File: src/rtl/fpvecpack_if.sv
// Stream-in / vector-out bundle between the word source, the packer and the adder tree.
// master drives words in and consumes vectors and tags; slave is the packer.
interface fpvecpack_if #(
   parameter int unsigned DW = 32,
   parameter int unsigned TW = 16
);
   localparam int unsigned NW = $clog2(TW + 1);

   logic              in_vld;
   logic              in_rdy;
   logic [DW-1:0]     in_dat;
   logic              in_lst;
   logic [TW*DW-1:0]  x;
   logic              x_vld;
   logic [NW-1:0]     x_n;
   logic              r_vld;
   logic              r_lst;
   logic [NW-1:0]     r_n;

   modport master (
      output in_vld, in_dat, in_lst,
      input  in_rdy, x, x_vld, x_n, r_vld, r_lst, r_n
   );

   modport slave (
      input  in_vld, in_dat, in_lst,
      output in_rdy, x, x_vld, x_n, r_vld, r_lst, r_n
   );
endinterface

File: src/rtl/fpvecpack.sv
// Packs a stream of fp words into TW-wide zero-padded vectors for the adder tree and
// carries a {vld, lst, n} tag through a delay line matched to the tree latency.
module fpvecpack #(
   parameter int unsigned DW = 32,
   parameter int unsigned TW = 16,
   parameter int unsigned TL = 4
) (
   input  logic       clk,
   input  logic       rst,
   input  logic       ena,
   fpvecpack_if.slave bus
);
   localparam int unsigned CW = $clog2(TW);
   localparam int unsigned NW = $clog2(TW + 1);

   typedef enum logic {IDLE = 1'b0, FILL = 1'b1} state_t;

   typedef struct packed {
      logic          vld;
      logic          lst;
      logic [NW-1:0] n;
   } tag_t;

   state_t            state, state_d;
   logic [CW-1:0]     cnt, cnt_d;
   logic [DW-1:0]     sbuf   [TW];
   logic [DW-1:0]     sbuf_d [TW];
   logic [TW*DW-1:0]  x_q, x_d;
   logic              x_vld_q, x_vld_d;
   logic [NW-1:0]     x_n_q, x_n_d;
   logic              x_lst_q, x_lst_d;
   tag_t              dly [TL];
   logic              acc;
   logic              done;

   // Next state, buffer write and vector completion
   always_comb begin
      state_d = state;
      cnt_d   = cnt;
      sbuf_d  = sbuf;
      x_d     = x_q;
      x_vld_d = x_vld_q;
      x_n_d   = x_n_q;
      x_lst_d = x_lst_q;
      acc     = bus.in_vld & ena;
      done    = acc & (bus.in_lst | (cnt == CW'(TW - 1)));

      if (ena) x_vld_d = 1'b0;

      if (done) begin
         // Slots above cnt are already zero in the buffer, so they pad with +0.0
         for (int k = 0; k < int'(TW); k++)
            x_d[k*DW +: DW] = (k == int'(cnt)) ? bus.in_dat : sbuf[k];
         x_vld_d = 1'b1;
         x_n_d   = NW'(cnt) + NW'(1);
         x_lst_d = bus.in_lst;
         for (int k = 0; k < int'(TW); k++)
            sbuf_d[k] = '0;
         cnt_d = '0;
      end else if (acc) begin
         sbuf_d[cnt] = bus.in_dat;
         cnt_d       = cnt + CW'(1);
      end

      case (state)
         IDLE:    if (acc && !done) state_d = FILL;
         FILL:    if (done)         state_d = IDLE;
         default: state_d = IDLE;
      endcase
   end

   always_ff @(posedge clk or posedge rst) begin
      if (rst) begin
         state   <= IDLE;
         cnt     <= '0;
         x_q     <= '0;
         x_vld_q <= 1'b0;
         x_n_q   <= '0;
         x_lst_q <= 1'b0;
         for (int k = 0; k < int'(TW); k++)
            sbuf[k] <= '0;
      end else begin
         state   <= state_d;
         cnt     <= cnt_d;
         x_q     <= x_d;
         x_vld_q <= x_vld_d;
         x_n_q   <= x_n_d;
         x_lst_q <= x_lst_d;
         sbuf    <= sbuf_d;
      end
   end

   // Tag delay line advances only with the tree pipeline
   always_ff @(posedge clk or posedge rst) begin
      if (rst) begin
         for (int i = 0; i < int'(TL); i++)
            dly[i] <= '0;
      end else if (ena) begin
         dly[0] <= {x_vld_q, x_lst_q, x_n_q};
         for (int i = 1; i < int'(TL); i++)
            dly[i] <= dly[i-1];
      end
   end

   assign bus.in_rdy = ena;
   assign bus.x      = x_q;
   assign bus.x_vld  = x_vld_q;
   assign bus.x_n    = x_n_q;
   assign bus.r_vld  = dly[TL-1].vld;
   assign bus.r_lst  = dly[TL-1].lst;
   assign bus.r_n    = dly[TL-1].n;
endmodule

File: src/flat_wrapper.sv
// flat-port wrapper written by rule: the top's interface ports become plain ports
module fpvecpack_flat 
#(
   parameter int unsigned DW = 32,
   parameter int unsigned TW = 16,
   parameter int unsigned TL = 4
)
  (clk, rst, ena, bus_in_vld, bus_in_dat, bus_in_lst, bus_in_rdy, bus_x, bus_x_vld, bus_x_n, bus_r_vld, bus_r_lst, bus_r_n);
  fpvecpack_if #(.DW(DW), .TW(TW)) bus_i ();
  input  logic clk;
  input  logic rst;
  input  logic ena;
  input wire logic [$bits(bus_i.in_vld)-1:0] bus_in_vld;
  input wire logic [$bits(bus_i.in_dat)-1:0] bus_in_dat;
  input wire logic [$bits(bus_i.in_lst)-1:0] bus_in_lst;
  output wire logic [$bits(bus_i.in_rdy)-1:0] bus_in_rdy;
  output wire logic [$bits(bus_i.x)-1:0] bus_x;
  output wire logic [$bits(bus_i.x_vld)-1:0] bus_x_vld;
  output wire logic [$bits(bus_i.x_n)-1:0] bus_x_n;
  output wire logic [$bits(bus_i.r_vld)-1:0] bus_r_vld;
  output wire logic [$bits(bus_i.r_lst)-1:0] bus_r_lst;
  output wire logic [$bits(bus_i.r_n)-1:0] bus_r_n;
  assign bus_i.in_vld = bus_in_vld;
  assign bus_i.in_dat = bus_in_dat;
  assign bus_i.in_lst = bus_in_lst;
  assign bus_in_rdy = bus_i.in_rdy;
  assign bus_x = bus_i.x;
  assign bus_x_vld = bus_i.x_vld;
  assign bus_x_n = bus_i.x_n;
  assign bus_r_vld = bus_i.r_vld;
  assign bus_r_lst = bus_i.r_lst;
  assign bus_r_n = bus_i.r_n;
  fpvecpack #(.DW(DW), .TW(TW), .TL(TL)) u_core (.clk(clk), .rst(rst), .ena(ena), .bus(bus_i));
endmodule
File: config.mk
export PLATFORM = sky130hd
export DESIGN_NAME = fpvecpack_flat
export DESIGN_NICKNAME = d
export VERILOG_FILES = /design/src/rtl/fpvecpack_if.sv /design/src/rtl/fpvecpack.sv /design/src/flat_wrapper.sv
export SDC_FILE = /design/constraint.sdc
export NUM_CORES = 2
export LEC_CHECK = 0
export BUFFER_PORTS_ARGS = -buffer_cell sky130_fd_sc_hd__buf_4
export CORE_MARGIN = 3
export CORE_UTILIZATION = 35
export CTS_BUF_LIST = sky130_fd_sc_hd__clkbuf_16
export DETAILED_ROUTE_END_ITERATION = 8
export HOLD_SLACK_MARGIN = 0.03
export PLACE_DENSITY = 0.6
export REMOVE_ABC_BUFFERS = 1
export SLEW_MARGIN = 20
export SYNTH_ARGS = -nofsm -noshare
export SYNTH_HDL_FRONTEND = slang
export SYNTH_SLANG_ARGS = --single-unit
File: constraint.sdc
create_clock -name clk -period 36.2 [get_ports clk]
set_input_delay 5.43 -clock clk [delete_from_list [all_inputs] [get_ports clk]]
set_output_delay 5.43 -clock clk [all_outputs]
set_load 0.005 [all_outputs]
Word level (Yosys, flattened, before mapping)
Cells that the tools add are included.
{"block": "totals", "wordCells": 86, "in_bits": 37, "register_bits": 1063, "out_inout_bits": 526}
{"block": "op_classes", "n_reduce_logical": 4, "bitwise_logic": 4, "n_addsub": 2, "muxes": 25, "eq_ne": 16, "order_cmp": 2}
{"operator": "2-to-1 mux 512 bit", "count": 2}
{"operator": "2-to-1 mux 32 bit", "count": 17}
{"operator": "bitwise mux 512 bit", "count": 1}
{"operator": "demux 32 bit (select 4 bit)", "count": 1}
{"operator": "== test 4 bit, first input constant", "count": 8}
{"operator": "== test 3 x 4 -> 1 bit, first input constant", "count": 4}
{"operator": "== test 2 x 4 -> 1 bit, first input constant", "count": 2}
{"operator": "2-to-1 mux 4 bit", "count": 2}
{"operator": "adder 4 x 1 -> 5 bit, second input constant", "count": 1}
{"operator": "greater-or-equal comparator 5 bit, second input constant", "count": 1}
{"operator": "< comparator 5 x 1 -> 1 bit, second input constant", "count": 1}
{"operator": "NOT 4 -> 5 bit", "count": 1}
{"operator": "adder 4 x 1 -> 4 bit, second input constant", "count": 1}
{"operator": "== test 1 x 4 -> 1 bit, first input constant", "count": 1}
{"operator": "== test 4 bit, second input constant", "count": 1}
{"operator": "zero test 4 bit", "count": 1}
{"operator": "nonzero test 2 bit", "count": 2}
{"operator": "bitwise AND 1 bit", "count": 2}
{"operator": "2-to-1 mux 1 bit", "count": 2}
{"operator": "logical AND 1 bit", "count": 1}
{"operator": "OR 1 bit", "count": 1}

Depth between registers and ports, before layout
{"block": "depth", "ltp_word": 8, "mapped_depth": 8, "mapped_depth_nobuf": 5}

Worst setup path after synthesis
Ideal clock, no wire load.
{"block": "synth_path", "path_kind": "input port to output port", "from": "in ena", "to": "out bus_in_rdy", "setup_slack_ns": 25.229, "required_ns": 30.770, "stages": 1, "path_buffers": 1, "arrival_ns": 5.541, "path_cell_list": "buf_4"}
{"item": "start: declaration", "line_no": "flat_wrapper.sv:12", "rtl": "input logic ena;"}
{"item": "end: declaration", "line_no": "flat_wrapper.sv:16", "rtl": "output wire logic [$bits(bus_i.in_rdy)-1:0] bus_in_rdy;"}
No word-level cell between the ends.

Final worst setup path
{"block": "layout_path", "from": "in ena", "to": "out bus_in_rdy"}
No word-level cell between the ends.

==> metrics.csv <==
metric,value,unit
ys_warn_count,0,
reg2reg_slack,32.16,ns
outcome,completed,
htree_levels,3,
hold_ws,0.482,ns
cp_num_buf_inv,2,
min-delay-path-class,reg2reg,
drt_iter0_markers,3201,
grt_first_pass_wirelength,228000,um
synth_most_common_cell,sky130_fd_sc_hd__dfrtp_1,
cellLeakagePower,26.0,nW
synth-edff-count,0,
cts-buffers-inserted,115,
synth-seq-cells,1063,
async_sr_flop_fraction,100,%
grt_antenna_before_repair,2,
critPathArrivalTime,6.00,ns
grt_pass1_vias,33300,
period_share,31.6,%
floorplan.core_area,126000,um^2
post-cts-setup-buffers,0,
std_cell_rows,130,
buffer_ports.inserted,562,
routed_wire_length_per_instance,26.1,um
finalMaxSlewViolations,0,
syn_area_per_cell,11.7,um^2
nNetsFinal,4163,
setup.worst_path.class,in2out,
instances_no_fill,5867,
top_level_i_o_count,563,
detailedRoute.firstPassIterationCount,6,
initial_util,35.4,%
p_per_area,57.5,nW/um^2
globalplace.congestion,0.762,
drc,0,
clock_tree.buffer_depth,3,
worst_path_largest_cell_delay,0.37,ns
final_antenna_net_count,0,
top_post_synthesis_cells_by_area,"sky130_fd_sc_hd__dfrtp_1 (60%), sky130_fd_sc_hd__mux2i_1 (9.4%), sky130_fd_sc_hd__o21ai_0 (8.3%), sky130_fd_sc_hd__o2bb2ai_1 (5.5%), sky130_fd_sc_hd__a22o_1 (3.3%)",
critical_path.top_delay_family,buffers and inverters,
clock-root-buffer,sky130_fd_sc_hd__clkbuf_16,
crit_path_frequent_cell,sky130_fd_sc_hd__buf_4,
finalHoldViolations,0,
vias_per_cell,5.70,
grt_util_all_layers,22.7,%
worst-slew-pin-transition,1.16,ns
die_area,132000,um^2
power.ir.vdd_worst,35.5,uV
grt_setup_unrepaired,no,
post_route_cells_drive_above_1_share,21.4,%
postCtsResizedCells,0,
cap_viol_max_count,0,
final_core_utilization,42.5,%
worstPathRequired,30.77,ns
wirelength,153000,um
hpwlAfterDp,91400,um
insertion_delay,0.76,ns
synthDominantCellAreaShare,59.7,%
yosysTopAreaCell,sky130_fd_sc_hd__dfrtp_1,
endpoint_kind,output pin,
chipHeight,363,um
num_vias,33400,
totalNegativeSetupSlack,0,ns
final_period_minus_worst_setup_slack,11.43,ns
timing.critical_path.cells,buf_4 -> buf_4,
grt.overflow.total,0,
ys_top_cells_by_count,"sky130_fd_sc_hd__dfrtp_1 (1063), sky130_fd_sc_hd__o21ai_0 (742), sky130_fd_sc_hd__mux2i_1 (418)",
cts_sinks,1063,
timing.critical_path.from_type,input pin,
timing.critical_path.fanout_max,35,
area_growth,20.1,%
cell_count_after_synthesis,3804,
dp.cells,5653,
timing.critical_path.slowest_stage_cell,sky130_fd_sc_hd__buf_4,
syn_area,44600,um^2
die_x,363,um
holdBufCountCts,0,
slew_headroom,22.4,%
cts.reportedPaths.clkPinSlew,0.06,ns
yosys_most_used_dff,sky130_fd_sc_hd__dfrtp_1,
fin_skew,0.0287,ns
synth.lib_cells_used.distinct,45,
grt_start_max_net_pins,227,
max_clock_freq,0.0875,GHz
final-setup-viol-count,0,
tritoncts,done,
yosysSeqAreaShare,59.7,%
[state kept, by name (all words and copies together), names as in the netlist]
register / count
u_core.sbuf: 512
u_core.bus.x_n: 5
u_core.bus.r_lst: 1
u_core.bus.x_vld: 1
u_core.bus.r_n: 5
u_core.dly: 21
u_core.bus.x: 512
u_core.bus.r_vld: 1
u_core.x_lst_q: 1
u_core.cnt: 4
[path summary, 6_finish.rpt]
kind,from,endpoint,cells past startpoint
hold / removal,u_core.sbuf[31],u_core.sbuf[31],1
setup / recovery,ena,bus_in_rdy,2
hold reg to reg,u_core.sbuf[31],u_core.sbuf[31],1
setup reg to reg,u_core.cnt[0],u_core.bus.x[183],6
max in group asynchronous,rst,u_core.bus.x[302],7
min in group asynchronous,rst,u_core.bus.x[115],2
[placed cells by master, fill, tap and decap left out, types with 3 or more instances in the layout]
| cell type | n |
|---|---|
| sky130_fd_sc_hd__clkinvlp_4 | 9 |
| sky130_fd_sc_hd__buf_6 | 5 |
| sky130_fd_sc_hd__mux2i_1 | 418 |
| sky130_fd_sc_hd__mux2_2 | 29 |
| sky130_fd_sc_hd__o211a_1 | 3 |
| sky130_fd_sc_hd__nor3b_4 | 3 |
| sky130_fd_sc_hd__nor3_4 | 3 |
| sky130_fd_sc_hd__ha_1 | 4 |
| sky130_fd_sc_hd__and3_1 | 3 |
| sky130_fd_sc_hd__nand2_1 | 197 |
| sky130_fd_sc_hd__a22o_1 | 167 |
| sky130_fd_sc_hd__inv_6 | 4 |
| sky130_fd_sc_hd__buf_4 | 627 |
| sky130_fd_sc_hd__nand3_2 | 29 |
| sky130_fd_sc_hd__nand3_4 | 4 |
| sky130_fd_sc_hd__o21ai_1 | 102 |
| sky130_fd_sc_hd__nor2_4 | 3 |
| sky130_fd_sc_hd__bufinv_16 | 14 |
| sky130_fd_sc_hd__inv_1 | 22 |
| sky130_fd_sc_hd__o2bb2ai_1 | 280 |
| sky130_fd_sc_hd__clkbuf_16 | 118 |
| sky130_fd_sc_hd__nand3_1 | 5 |
| sky130_fd_sc_hd__o21ai_0 | 742 |
| sky130_fd_sc_hd__clkinv_2 | 18 |
| sky130_fd_sc_hd__nand3b_1 | 8 |
| sky130_fd_sc_hd__buf_12 | 3 |
| sky130_fd_sc_hd__a32o_1 | 32 |
| sky130_fd_sc_hd__a21o_1 | 3 |
| sky130_fd_sc_hd__a21oi_1 | 98 |
| sky130_fd_sc_hd__and2_1 | 32 |
| sky130_fd_sc_hd__or3b_4 | 3 |
| sky130_fd_sc_hd__dfrtp_1 | 1061 |
| sky130_fd_sc_hd__a31oi_1 | 96 |
| sky130_fd_sc_hd__and3b_1 | 6 |
| sky130_fd_sc_hd__clkinv_1 | 26 |
| sky130_fd_sc_hd__o21ai_4 | 12 |
[worst reg2reg max path, stage by stage, from the launching register on]
cell and delay, ns:
sky130_fd_sc_hd__dfrtp_1 0.44, sky130_fd_sc_hd__ha_1 0.52, sky130_fd_sc_hd__a31o_4 0.36, sky130_fd_sc_hd__nand2_4 0.76
sky130_fd_sc_hd__buf_4 0.69, sky130_fd_sc_hd__buf_4 0.79, sky130_fd_sc_hd__o21ai_0 0.33
[stage by stage]
step                      setup WS, ns  cell area, um^2  total power, mW
after CTS                        24.77            53500             3.10
after floorplan                  0.848            42500             1.61
after global routing             24.73            53500             3.21
final                            24.77            53500             3.08
after global placement           24.78            49600             1.89
after detailed placement         24.77            49700             1.90
[layout make-up]
type                       instances  area [um^2]
inverter                           5         26.3
fill                           11900        72500
clock buffer                     118         2950
sequential                      1063        26600
antenna                            1         2.50
tap                             1650         2060
multi-input combinational       2300        16200
clock inverter                    93          832
timing repair buffer             637         4880
[power by group]
part	switching (mW)	leakage, nW	internal [mW]
Combinational	0.280	9.69	0.202
Sequential	0.0895	14.4	1.31
Clock	0.510	1.90	0.688
Total	0.880	26.0	2.20
[metal layers]
layer	global-route usage, %	up-vias	share of wire, %
met3	4.62	161	7.0
met5	0	-	0
li1	-	14600	-
met4	5.72	0	2.0
met2	34.7	1213	45
met1	33.1	17500	46
[logic make-up (layout without fill, tap and decap cells)]
kind of cell	count (synthesis)	count (layout)	synth area share, %
compound gates	1538	1538	21.8
other cells	0	1	0
xor+xnor	1	1	0.0197
simple gates	310	310	3.63
flops	1063	1063	59.7
mux	447	447	10.1
buf+inv	441	853	4.65
fa+ha+maj	4	4	0.112
Power figures use the tool's default switching activity.
